`config.mk`:
```
export PLATFORM = sky130hd
export DESIGN_NAME = reg_lock_scoreboard_flat
export DESIGN_NICKNAME = d
export VERILOG_FILES = /design/src/rtl/reg_lock_scoreboard_pkg.sv /design/src/rtl/reg_lock_scoreboard_if.sv /design/src/rtl/reg_lock_scoreboard_cntr.sv /design/src/rtl/reg_lock_scoreboard.sv /design/src/flat_wrapper.sv
export SDC_FILE = /design/constraint.sdc
export NUM_CORES = 1
export LEC_CHECK = 0
export CAP_MARGIN = 25
export CORE_MARGIN = 8
export CORE_UTILIZATION = 59
export DETAILED_ROUTE_END_ITERATION = 8
export PLACE_DENSITY = 0.79
export SYNTH_ARGS = -nofsm -noshare
export SYNTH_HDL_FRONTEND = slang
export SYNTH_SLANG_ARGS = --single-unit
```
`constraint.sdc`:
```
create_clock -name clk_i -period 4.4 [get_ports clk_i]
set_clock_uncertainty 0.05 [all_clocks]
set_input_delay 0.44 -clock clk_i [delete_from_list [all_inputs] [get_ports clk_i]]
set_output_delay 0.44 -clock clk_i [all_outputs]
set_load 0.01 [all_outputs]
```
`src/rtl/reg_lock_scoreboard_pkg.sv`:
```
// Shared parameters, types and helpers for the launch-stage register lock scoreboard.
package maverickOne_pkg;

    localparam int NUM_REGS        = 32;
    localparam int NUM_WB_PORTS    = 2;
    localparam int NUM_OUTSTANDING = 4;

    localparam int REG_AW = $clog2(NUM_REGS);
    localparam int CNT_W  = $clog2(NUM_OUTSTANDING + 3);
    localparam int DEC_W  = $clog2(NUM_WB_PORTS + 1);

    typedef logic [$clog2(NUM_REGS)-1:0] reg_addr_t;

    typedef enum logic {SB_RUN, SB_DRAIN} sb_state_e;

    // Number of writeback ports retiring register idx this cycle; register 0 never retires.
    function automatic logic [DEC_W-1:0] count_wb_hits(
        input logic [NUM_WB_PORTS-1:0]             valid,
        input logic [NUM_WB_PORTS-1:0][REG_AW-1:0] rd,
        input logic [REG_AW-1:0]                   idx
    );
        logic [DEC_W-1:0] hits;
        hits = {DEC_W{1'b0}};
        for (int p = 0; p < NUM_WB_PORTS; p++) begin
            if (valid[p] && (rd[p] == idx) && (idx != {REG_AW{1'b0}})) begin
                hits = hits + {{(DEC_W-1){1'b0}}, 1'b1};
            end else begin
                hits = hits;
            end
        end
        return hits;
    endfunction

endpackage

```
`src/rtl/reg_lock_scoreboard_if.sv`:
```
// Launch handshake and writeback bus observed by the scoreboard.
interface reg_lock_scoreboard_if;
    import maverickOne_pkg::*;

    logic                                  launch_valid_i;
    logic                                  launch_ready_i;
    logic                                  launch_wr_en_i;
    reg_addr_t                             launch_rd_i;
    logic                                  launch_mem_i;
    logic [NUM_WB_PORTS-1:0]               wb_valid_i;
    logic [NUM_WB_PORTS-1:0][REG_AW-1:0]   wb_rd_i;
    logic                                  mem_done_i;

    modport master (
        output launch_valid_i, launch_ready_i, launch_wr_en_i, launch_rd_i,
               launch_mem_i, wb_valid_i, wb_rd_i, mem_done_i
    );

    modport slave (
        input  launch_valid_i, launch_ready_i, launch_wr_en_i, launch_rd_i,
               launch_mem_i, wb_valid_i, wb_rd_i, mem_done_i
    );

endinterface

```
`src/rtl/reg_lock_scoreboard_cntr.sv`:
```
// Saturating up/down outstanding-operation counter with a registered nonzero flag.
module reg_lock_cntr #(
    parameter int CW = 3,
    parameter int DW = 2
) (
    input  logic          clk_i,
    input  logic          srst_i,
    input  logic          inc_i,
    input  logic [DW-1:0] dec_i,
    output logic [CW-1:0] count_o,
    output logic          nonzero_o,
    output logic          ovf_o,
    output logic          unf_o
);

    localparam int SW = CW + DW + 1;
    localparam logic [SW-1:0] MAX_EXT = SW'((1 << CW) - 1);

    logic [CW-1:0] count_q;
    logic [CW-1:0] count_d;
    logic          nonzero_q;
    logic [SW-1:0] sum_s;
    logic [SW-1:0] dec_s;
    logic [SW-1:0] diff_s;
    logic          ovf_s;
    logic          unf_s;

    // Net increment and decrement, clamping at zero and saturating at max.
    always_comb begin
        sum_s   = SW'(count_q) + SW'(inc_i);
        dec_s   = SW'(dec_i);
        diff_s  = sum_s - dec_s;
        ovf_s   = 1'b0;
        unf_s   = 1'b0;
        count_d = count_q;
        if (dec_s > sum_s) begin
            unf_s   = 1'b1;
            count_d = {CW{1'b0}};
        end else if (diff_s > MAX_EXT) begin
            ovf_s   = 1'b1;
            count_d = {CW{1'b1}};
        end else begin
            count_d = CW'(diff_s);
        end
    end

    // Counter state and its nonzero flag, both registered.
    always_ff @(posedge clk_i) begin
        if (srst_i) begin
            count_q   <= {CW{1'b0}};
            nonzero_q <= 1'b0;
        end else begin
            count_q   <= count_d;
            nonzero_q <= (count_d != {CW{1'b0}});
        end
    end

    assign count_o   = count_q;
    assign nonzero_o = nonzero_q;
    assign ovf_o     = ovf_s;
    assign unf_o     = unf_s;

endmodule

```
`src/rtl/reg_lock_scoreboard.sv`:
```
// Per-register lock and memory-busy tracking with a RUN/DRAIN sequencer for pipeline clears.
module reg_lock_scoreboard
    import maverickOne_pkg::*;
(
    input  logic                    clk_i,
    input  logic                    srst_i,
    input  logic                    clear_i,
    reg_lock_scoreboard_if.slave    bus,
    output logic [NUM_REGS-1:0]     locks_o,
    output logic                    mem_busy_o,
    output logic                    hold_o,
    output logic                    idle_o,
    output logic                    err_o
);

    localparam int NR = NUM_REGS;
    localparam int AW = REG_AW;
    localparam int CW = CNT_W;
    localparam int DW = DEC_W;

    localparam logic [0:0] ST_RUN   = 1'(SB_RUN);
    localparam logic [0:0] ST_DRAIN = 1'(SB_DRAIN);

    logic [0:0]          state_q;
    logic [0:0]          state_d;
    logic                err_q;
    logic                err_d;

    logic                hs_s;
    logic                run_hs_s;
    logic [NR-1:0]       inc_s;
    logic [DW-1:0]       dec_s [NR];
    logic [NR-1:0]       nonzero_s;
    logic [NR-1:0]       ovf_s;
    logic [NR-1:0]       unf_s;
    logic [CW-1:0]       count_s [NR];
    logic                mem_inc_s;
    logic [DW-1:0]       mem_dec_s;
    logic                mem_nonzero_s;
    logic                mem_ovf_s;
    logic                mem_unf_s;
    logic [CW-1:0]       mem_count_s;
    logic                drain_done_s;

    assign hs_s     = bus.launch_valid_i && bus.launch_ready_i;
    assign run_hs_s = hs_s && (state_q == ST_RUN);

    // Decode launch and writeback traffic into per-register increments and decrements.
    always_comb begin
        for (int r = 0; r < NR; r++) begin
            inc_s[r] = 1'b0;
            dec_s[r] = {DW{1'b0}};
            if (r != 0) begin
                inc_s[r] = run_hs_s && bus.launch_wr_en_i && (bus.launch_rd_i == AW'(r));
                dec_s[r] = count_wb_hits(bus.wb_valid_i, bus.wb_rd_i, AW'(r));
            end else begin
                inc_s[r] = 1'b0;
                dec_s[r] = {DW{1'b0}};
            end
        end
    end

    assign mem_inc_s = run_hs_s && bus.launch_mem_i;
    assign mem_dec_s = DW'(bus.mem_done_i);

    for (genvar g = 0; g < NR; g++) begin : g_reg_cntr
        reg_lock_cntr #(.CW(CW), .DW(DW)) u_cntr (
            .clk_i     (clk_i),
            .srst_i    (srst_i),
            .inc_i     (inc_s[g]),
            .dec_i     (dec_s[g]),
            .count_o   (count_s[g]),
            .nonzero_o (nonzero_s[g]),
            .ovf_o     (ovf_s[g]),
            .unf_o     (unf_s[g])
        );
    end

    reg_lock_cntr #(.CW(CW), .DW(DW)) u_mem_cntr (
        .clk_i     (clk_i),
        .srst_i    (srst_i),
        .inc_i     (mem_inc_s),
        .dec_i     (mem_dec_s),
        .count_o   (mem_count_s),
        .nonzero_o (mem_nonzero_s),
        .ovf_o     (mem_ovf_s),
        .unf_o     (mem_unf_s)
    );

    assign drain_done_s = !(|nonzero_s) && !mem_nonzero_s && !clear_i;

    // Sequencer: a clear parks the launcher in DRAIN until everything has retired.
    always_comb begin
        state_d = state_q;
        case (state_q)
            ST_RUN: begin
                if (clear_i) begin
                    state_d = ST_DRAIN;
                end else begin
                    state_d = ST_RUN;
                end
            end
            ST_DRAIN: begin
                if (drain_done_s) begin
                    state_d = ST_RUN;
                end else begin
                    state_d = ST_DRAIN;
                end
            end
            default: state_d = ST_RUN;
        endcase
    end

    // Sticky error: counter saturation/underflow anywhere, or a launch accepted while draining.
    always_comb begin
        err_d = err_q || (|ovf_s) || (|unf_s) || mem_ovf_s || mem_unf_s ||
                (hs_s && (state_q == ST_DRAIN));
    end

    // Sequencer state and error flag registers.
    always_ff @(posedge clk_i) begin
        if (srst_i) begin
            state_q <= ST_RUN;
            err_q   <= 1'b0;
        end else begin
            state_q <= state_d;
            err_q   <= err_d;
        end
    end

    assign locks_o    = nonzero_s;
    assign mem_busy_o = mem_nonzero_s;
    assign idle_o     = !(|nonzero_s) && !mem_nonzero_s;
    assign hold_o     = (state_q == ST_DRAIN);
    assign err_o      = err_q;

endmodule
```
`src/flat_wrapper.sv`:
```
// flat-port wrapper written by rule: the top's interface ports become plain ports
module reg_lock_scoreboard_flat import maverickOne_pkg::*;
  (clk_i, srst_i, clear_i, locks_o, mem_busy_o, hold_o, idle_o, err_o, bus_launch_valid_i, bus_launch_ready_i, bus_launch_wr_en_i, bus_launch_rd_i, bus_launch_mem_i, bus_wb_valid_i, bus_wb_rd_i, bus_mem_done_i);
  reg_lock_scoreboard_if bus_i ();
  input  logic clk_i;
  input  logic srst_i;
  input  logic clear_i;
  output logic [NUM_REGS-1:0] locks_o;
  output logic mem_busy_o;
  output logic hold_o;
  output logic idle_o;
  output logic err_o;
  input wire logic [$bits(bus_i.launch_valid_i)-1:0] bus_launch_valid_i;
  input wire logic [$bits(bus_i.launch_ready_i)-1:0] bus_launch_ready_i;
  input wire logic [$bits(bus_i.launch_wr_en_i)-1:0] bus_launch_wr_en_i;
  input wire logic [$bits(bus_i.launch_rd_i)-1:0] bus_launch_rd_i;
  input wire logic [$bits(bus_i.launch_mem_i)-1:0] bus_launch_mem_i;
  input wire logic [$bits(bus_i.wb_valid_i)-1:0] bus_wb_valid_i;
  input wire logic [$bits(bus_i.wb_rd_i)-1:0] bus_wb_rd_i;
  input wire logic [$bits(bus_i.mem_done_i)-1:0] bus_mem_done_i;
  assign bus_i.launch_valid_i = bus_launch_valid_i;
  assign bus_i.launch_ready_i = bus_launch_ready_i;
  assign bus_i.launch_wr_en_i = bus_launch_wr_en_i;
  assign bus_i.launch_rd_i = bus_launch_rd_i;
  assign bus_i.launch_mem_i = bus_launch_mem_i;
  assign bus_i.wb_valid_i = bus_wb_valid_i;
  assign bus_i.wb_rd_i = bus_wb_rd_i;
  assign bus_i.mem_done_i = bus_mem_done_i;
  reg_lock_scoreboard u_core (.clk_i(clk_i), .srst_i(srst_i), .clear_i(clear_i), .bus(bus_i), .locks_o(locks_o), .mem_busy_o(mem_busy_o), .hold_o(hold_o), .idle_o(idle_o), .err_o(err_o));
endmodule
```
## After elaboration in Yosys (flattened, before gate mapping)

Index checks and enable logic that the tools add are counted.

| storage, ports and cells | value |
|---|---|
| register bits after elaboration | 134 |
| input bits | 25 |

| cells by class | value |
|---|---|
| add/sub/neg operators | 95 |
| $lt $le $gt $ge | 66 |
| equality and inequality tests | 93 |
| muxes and demuxes | 230 |
| bitwise logic cells | 1 |
| reductions and logical operators | 144 |

Operator list:

| cell | number |
|---|---|
| $eq 5x5->1 const B | 48 |
| $mux 3 | 66 |
| $gt 6x3->1 const B | 32 |
| $gt 2x6->1 | 31 |
| $sub 6x2->6 | 31 |
| $mux 1 | 132 |
| $add 3x1->4 | 32 |
| $eq 5x4->1 const B | 24 |
| $logic_and 1x1->1 | 100 |
| $reduce_bool 3->1 | 33 |
| $reduce_or 32->1 | 3 |
| $add 2x1->2 const B | 31 |
| $mux 2 | 31 |
| $eq 5x3->1 const B | 12 |
| $eq 5x2->1 const B | 6 |
| $eq 5x1->1 const B | 3 |
| $gt 1x6->1 | 1 |
| $sub 6x1->6 | 1 |
| $logic_or 1x1->1 | 5 |
| $gt 1x3->1 const A | 1 |
| $gt 3x3->1 const B | 1 |
| $logic_not 1->1 | 3 |
| $pmux 1 s2 | 1 |
| $not 1->1 | 1 |

## Logic depth before layout (Yosys ltp)

| depth | value |
|---|---|
| depth after elaboration | 15 |
| mapped depth | 18 |
| gate-level depth less buffers | 18 |

## By module

A second synthesis with hierarchy kept.

| unflattened totals | value |
|---|---|
| cell total of the unflattened synthesis | 1,231 |
| area, all modules | 11,066.9 µm² |

Modules (own cells, without submodules):

| module | instances | cells each | area each (µm²) | seq. area each (µm²) |
|---|---|---|---|---|
| reg_lock_cntr at u_core.g_reg_cntr[0].u_cntr ... | 21 | 29 | 285.3 | 80.1 |
| reg_lock_cntr at u_core.g_reg_cntr[28].u_cntr ... | 12 | 33 | 306.5 | 80.1 |
| reg_lock_scoreboard | 1 | 226 | 1,397.6 | 40.0 |

## Worst setup path after synthesis

Ideal clock, no wire load.

| timing | value |
|---|---|
| path kind | in2reg |
| from | in bus_launch_valid_i |
| to | reg u_core.err_q (netlist: u_core.err_o) |
| setup time | 133 ps |
| arrival time | 3,356 ps |
| required time | 4,217 ps |
| path slack | 861 ps |
| stages | 16 |
| cells stage by stage | nand2_1 -> nor2_1 -> nand2_1 -> nor2_1 -> nand2_1 -> nor2_1 -> ha_1 -> ha_1 -> fa_1 -> clkbuf_1 -> nor4bb_1 -> or4_4 -> nor4b_2 -> nand4_1 -> nor4_1 -> a31oi_1 |

| between the ends | value |
|---|---|
| cells in the longest elaborated chain, start to end | 15 |
| elaborated cells on any way between the ends | 267 |

Ends and longest elaborated chain:

| item | RTL line | RTL |
|---|---|---|
| start, declared | flat_wrapper.sv:13 | `input wire logic [$bits(bus_i.launch_valid_i)-1:0] bus_launch_valid_i;` |
| $logic_and 1x1->1 (*) | reg_lock_scoreboard.sv:45 | `assign hs_s = bus.launch_valid_i && bus.launch_ready_i;` |
| $logic_and 1x1->1 | reg_lock_scoreboard.sv:46 | `assign run_hs_s = hs_s && (state_q == ST_RUN);` |
| $logic_and 1x1->1 (2 in a row) | reg_lock_scoreboard.sv:54 | `inc_s[r] = run_hs_s && bus.launch_wr_en_i && (bus.launch_rd_i == AW'(r));` |
| $add 3x1->4 | reg_lock_scoreboard_cntr.sv:30 | `sum_s = SW'(count_q) + SW'(inc_i);` |
| $sub 6x2->6 | reg_lock_scoreboard_cntr.sv:32 | `diff_s = sum_s - dec_s;` |
| $gt 6x3->1 | reg_lock_scoreboard_cntr.sv:39 | `end else if (diff_s > MAX_EXT) begin` |
| $mux 1 | reg_lock_scoreboard_cntr.sv:39 |  |
| $mux 1 | reg_lock_scoreboard_cntr.sv:36 | `if (dec_s > sum_s) begin` |
| $reduce_or 32->1 | reg_lock_scoreboard.sv:116 | `err_d = err_q \|\| (\|ovf_s) \|\| (\|unf_s) \|\| mem_ovf_s \|\| mem_unf_s \|\|` |
| $logic_or 1x1->1 (4 in a row) | reg_lock_scoreboard.sv:116 |  |
| $logic_or 1x1->1 (*) | reg_lock_scoreboard.sv:116 |  |
| end signal, assigned | reg_lock_scoreboard.sv:127 | `err_q <= err_d;` |
| end, declared | reg_lock_scoreboard.sv:26 | `logic err_q;` |

Every way passes the cells marked *; elsewhere a longest branch is shown, timed or not.
A chain may end at the register's enable or synchronous reset.

## Final worst setup path

Ends and elaborated chain as after synthesis.

==> results.sh <==
export IMPL_cts_buffers=17
export IMPL_dieArea_um2=22700
export IMPL_seq_area_frac_synth_pct=25.1
export IMPL_clock_fmax_mhz=249
export IMPL_power_per_cell_area_nw_per_um2=400
export IMPL_holdWs_ns=0.415
export IMPL_status="complete, no violations"
export IMPL_wire_per_inst_um=18.1
export IMPL_grt_ovfl_total=0
export IMPL_seq_power_share_pct=34.8
export IMPL_area_growth_syn_to_layout_pct=13.5
export IMPL_synth_seq_cells=134
export IMPL_syn_area_um2=10700
export IMPL_cts_root_buf="clkbuf_16"
export IMPL_via_per_inst=5.86
export IMPL_finalSetupViolCount=0
export IMPL_hpwl_um=23200
export IMPL_yosysWarnings=0
export IMPL_port_buffers=60
export IMPL_crit_chain="clkdlybuf4s50_1 > nand2_1 > nor2_1 > and3_1 > nand3_1 > nor2_1 > ha_1 > ha_1 > ha_1 > nor2b_1 > o31ai_1 > a221o_1 > nor4b_2 > nand4_1 > nor4_1 > a31oi_1"
export IMPL_htreeDepth=4
export IMPL_layout_common_cells="ha_1, inv_1, dfxtp_1"
export IMPL_p_comb_share_pct=32.9
export IMPL_synthArstFlopShare_pct=0
export IMPL_gp_congestion=1.00
export IMPL_p_sw_share_pct=32.9
export IMPL_switching_power_mw=1.59
export IMPL_post_cts_resize_count=0
export IMPL_chipHeight_um=151
export IMPL_routed_wl_um=28900
export IMPL_hp_class="reg2reg"
export IMPL_worstSkewPairLatency_ns=0.43
export IMPL_setup_ws_ns=0.387
export IMPL_critPathSlowestCell="clkdlybuf4s50_1"
export IMPL_grt_pass1_wl_um=45800
export IMPL_diodes=0
export IMPL_cp_required_ns=4.64
export IMPL_p_clk_share_pct=32.2
export IMPL_cts_setup_buffers=0
export IMPL_postCtsHoldBufs=0
export IMPL_postRouteAntennaNets=0
export IMPL_dp_cells=1564
export IMPL_arrival_ns=4.26
export IMPL_synth_top_area_share_pct=25.1
export IMPL_tightest_slew_ns=0.931
export IMPL_syn_num_nets=1509
export IMPL_grt_pass1_vias=9141
export IMPL_nNetsFinal=1569
export IMPL_dr_pass1_iters=6
export IMPL_drt_iter0_drc=879
export IMPL_ys_flop_type="dfxtp_1"
export IMPL_cts_buffer_depth=2
export IMPL_cpPeakStageDelay_ns=0.50
export IMPL_worst_path_max_fanout=4
export IMPL_cts_tree="yes"
export IMPL_critPathLaunchType="primary input"
export IMPL_ir_worst_vdd_mv=0.322
export IMPL_fin_crit_ns=4.01
export IMPL_post_place_ws_ns=0.0627
export IMPL_synth_area_leaders="dfxtp_1, ha_1, fa_1, a21oi_1, xnor2_1"
export IMPL_relSlewSlack_pct=37.3
export IMPL_crit_type="in2reg"
export IMPL_grt_max_degree=26
export IMPL_cp_end_kind="flip-flop"
export IMPL_initial_utilization_pct=59.8
export IMPL_yosysTopAreaCell="dfxtp_1"
export IMPL_drc_errors=0
export IMPL_cap_violations=0
export IMPL_regArea_um2=2680
export IMPL_fin_crit_sh_pct=91.2
export IMPL_fillCellCount=1516
export IMPL_synth_cell_types=65
export IMPL_final_common_cell="ha_1"
export IMPL_cts_clk_slew_worst_paths_ns=0.06
export IMPL_multi_input_area_um2=7130
export IMPL_synth_edff_count=0
export IMPL_instances_no_fill=1596
export IMPL_drv_slew=0
export IMPL_boundaryPins=61
export IMPL_drive_gt1_share_pct=5.27
export IMPL_clock_sinks=134
export IMPL_grtUsageTotal_pct=26.1
export IMPL_core_um2=17900
export IMPL_fp_dieW_um=151
export IMPL_p_leak_nw=5.18
export IMPL_rsz0062_at_grt="no"
export IMPL_grt_antenna_before_repair=0
export IMPL_syn_inst=1294
export IMPL_avgSynthCellArea_um2=8.27
export IMPL_setup_tns_ns=0
export IMPL_p_int_mw=3.26
export IMPL_vias=9356
export IMPL_final_hold_violation_count=0
export IMPL_cp_common_cell="ha_1"
export IMPL_num_rows=49
[flip-flops by register name, summed over array words and instances (netlist names)]
name and count:
u_core.u_mem_cntr.count_o 3, u_core.g_reg_cntr.u_cntr.count_o 96, u_core.u_mem_cntr.nonzero_o 1, u_core.g_reg_cntr.u_cntr.nonzero_o 32
u_core.hold_o 1, u_core.err_o 1
[power by group through the flow]
stage / Clock, mW / Sequential, mW / Combinational, mW
6_report: 1.56 / 1.69 / 1.60
5_1_grt: 1.62 / 1.73 / 1.76
4_1_cts: 1.57 / 1.69 / 1.60
3_5_place_dp: 0 / 1.71 / 1.57
3_3_place_gp: 0 / 1.70 / 1.54
2_1_floorplan: 0 / 1.66 / 1.12
[cell families (layout without fill, tap and decap cells)]
logic type      count (synthesis)  after routing  share of synthesized area [%]
mux                             4              4                          0.374
compound gates                251            251                           14.7
xor+xnor                       71             71                           5.81
buf+inv                       206            279                           8.35
fa+ha+maj                     190            190                           24.4
simple gates                  438            438                           21.3
flops                         134            134                           25.1
[layer usage]
metal  global-route usage [%]  share of wire [%]  vias to the layer above
met4                     12.9                4.8                        0
met3                     5.44                7.6                       88
met1                     31.9                 42                     4362
li1                         -                  -                     4536
met5                        0                  0                        -
met2                     42.9                 46                      370
[metrics by stage]
step	area, um2	total power, mW	utilization [%]
finish	12100	4.85	67.8
global route	12100	5.11	67.8
CTS	12100	4.86	67.8
detailed placement	11500	3.28	64.2
global placement	11500	3.24	64.2
floorplan	10700	2.78	-
[synthesized netlist by cell type, types with 6 or more instances]
cell type	instances
nand3_1	34
nor3b_1	9
a211o_1	7
o21ai_1	13
buf_4	32
or2_2	7
nor4_1	22
a21oi_1	118
nand2_1	58
a211oi_1	10
nand2b_1	13
o221ai_1	7
nand4_1	6
o22ai_1	9
ha_1	159
or2_1	21
a21boi_1	8
fa_1	31
nor2b_1	52
and2_1	12
nor2_1	131
clkbuf_1	13
o21a_1	24
dfxtp_1	134
xnor2_1	67
and3_1	7
nor3_1	14
or3_1	34
inv_1	156
o21ai_0	14
[worst max-delay path, delay by kind of cell]
family | cells | cell delay, ns
buf+inv | 1 | 0.50
fa+ha+maj | 3 | 0.81
simple gates | 9 | 1.79
compound gates | 3 | 0.72
[worst paths after layout]
kind / start / endpoint / slack [ns] / cells past startpoint
min reg2reg: u_core.g_reg_cntr[0].u_cntr.count_o[1] / u_core.g_reg_cntr[0].u_cntr.count_o[1] / 0.42 / 1
max: bus_launch_valid_i / u_core.err_o / 0.39 / 16
min: u_core.g_reg_cntr[0].u_cntr.count_o[1] / u_core.g_reg_cntr[0].u_cntr.count_o[1] / 0.42 / 1
max reg2reg: u_core.hold_o / u_core.err_o / 0.58 / 14
[layout make-up]
class                      count  area share [%]
inverter                     160            4.95
clock buffer                  21            3.87
sequential                   134            22.1
multi-input combinational    954            58.7
clock inverter                11            1.42
timing repair buffer          87            6.62
tap                          229            2.36
Note: power is estimated with default switching activity, not from simulation.
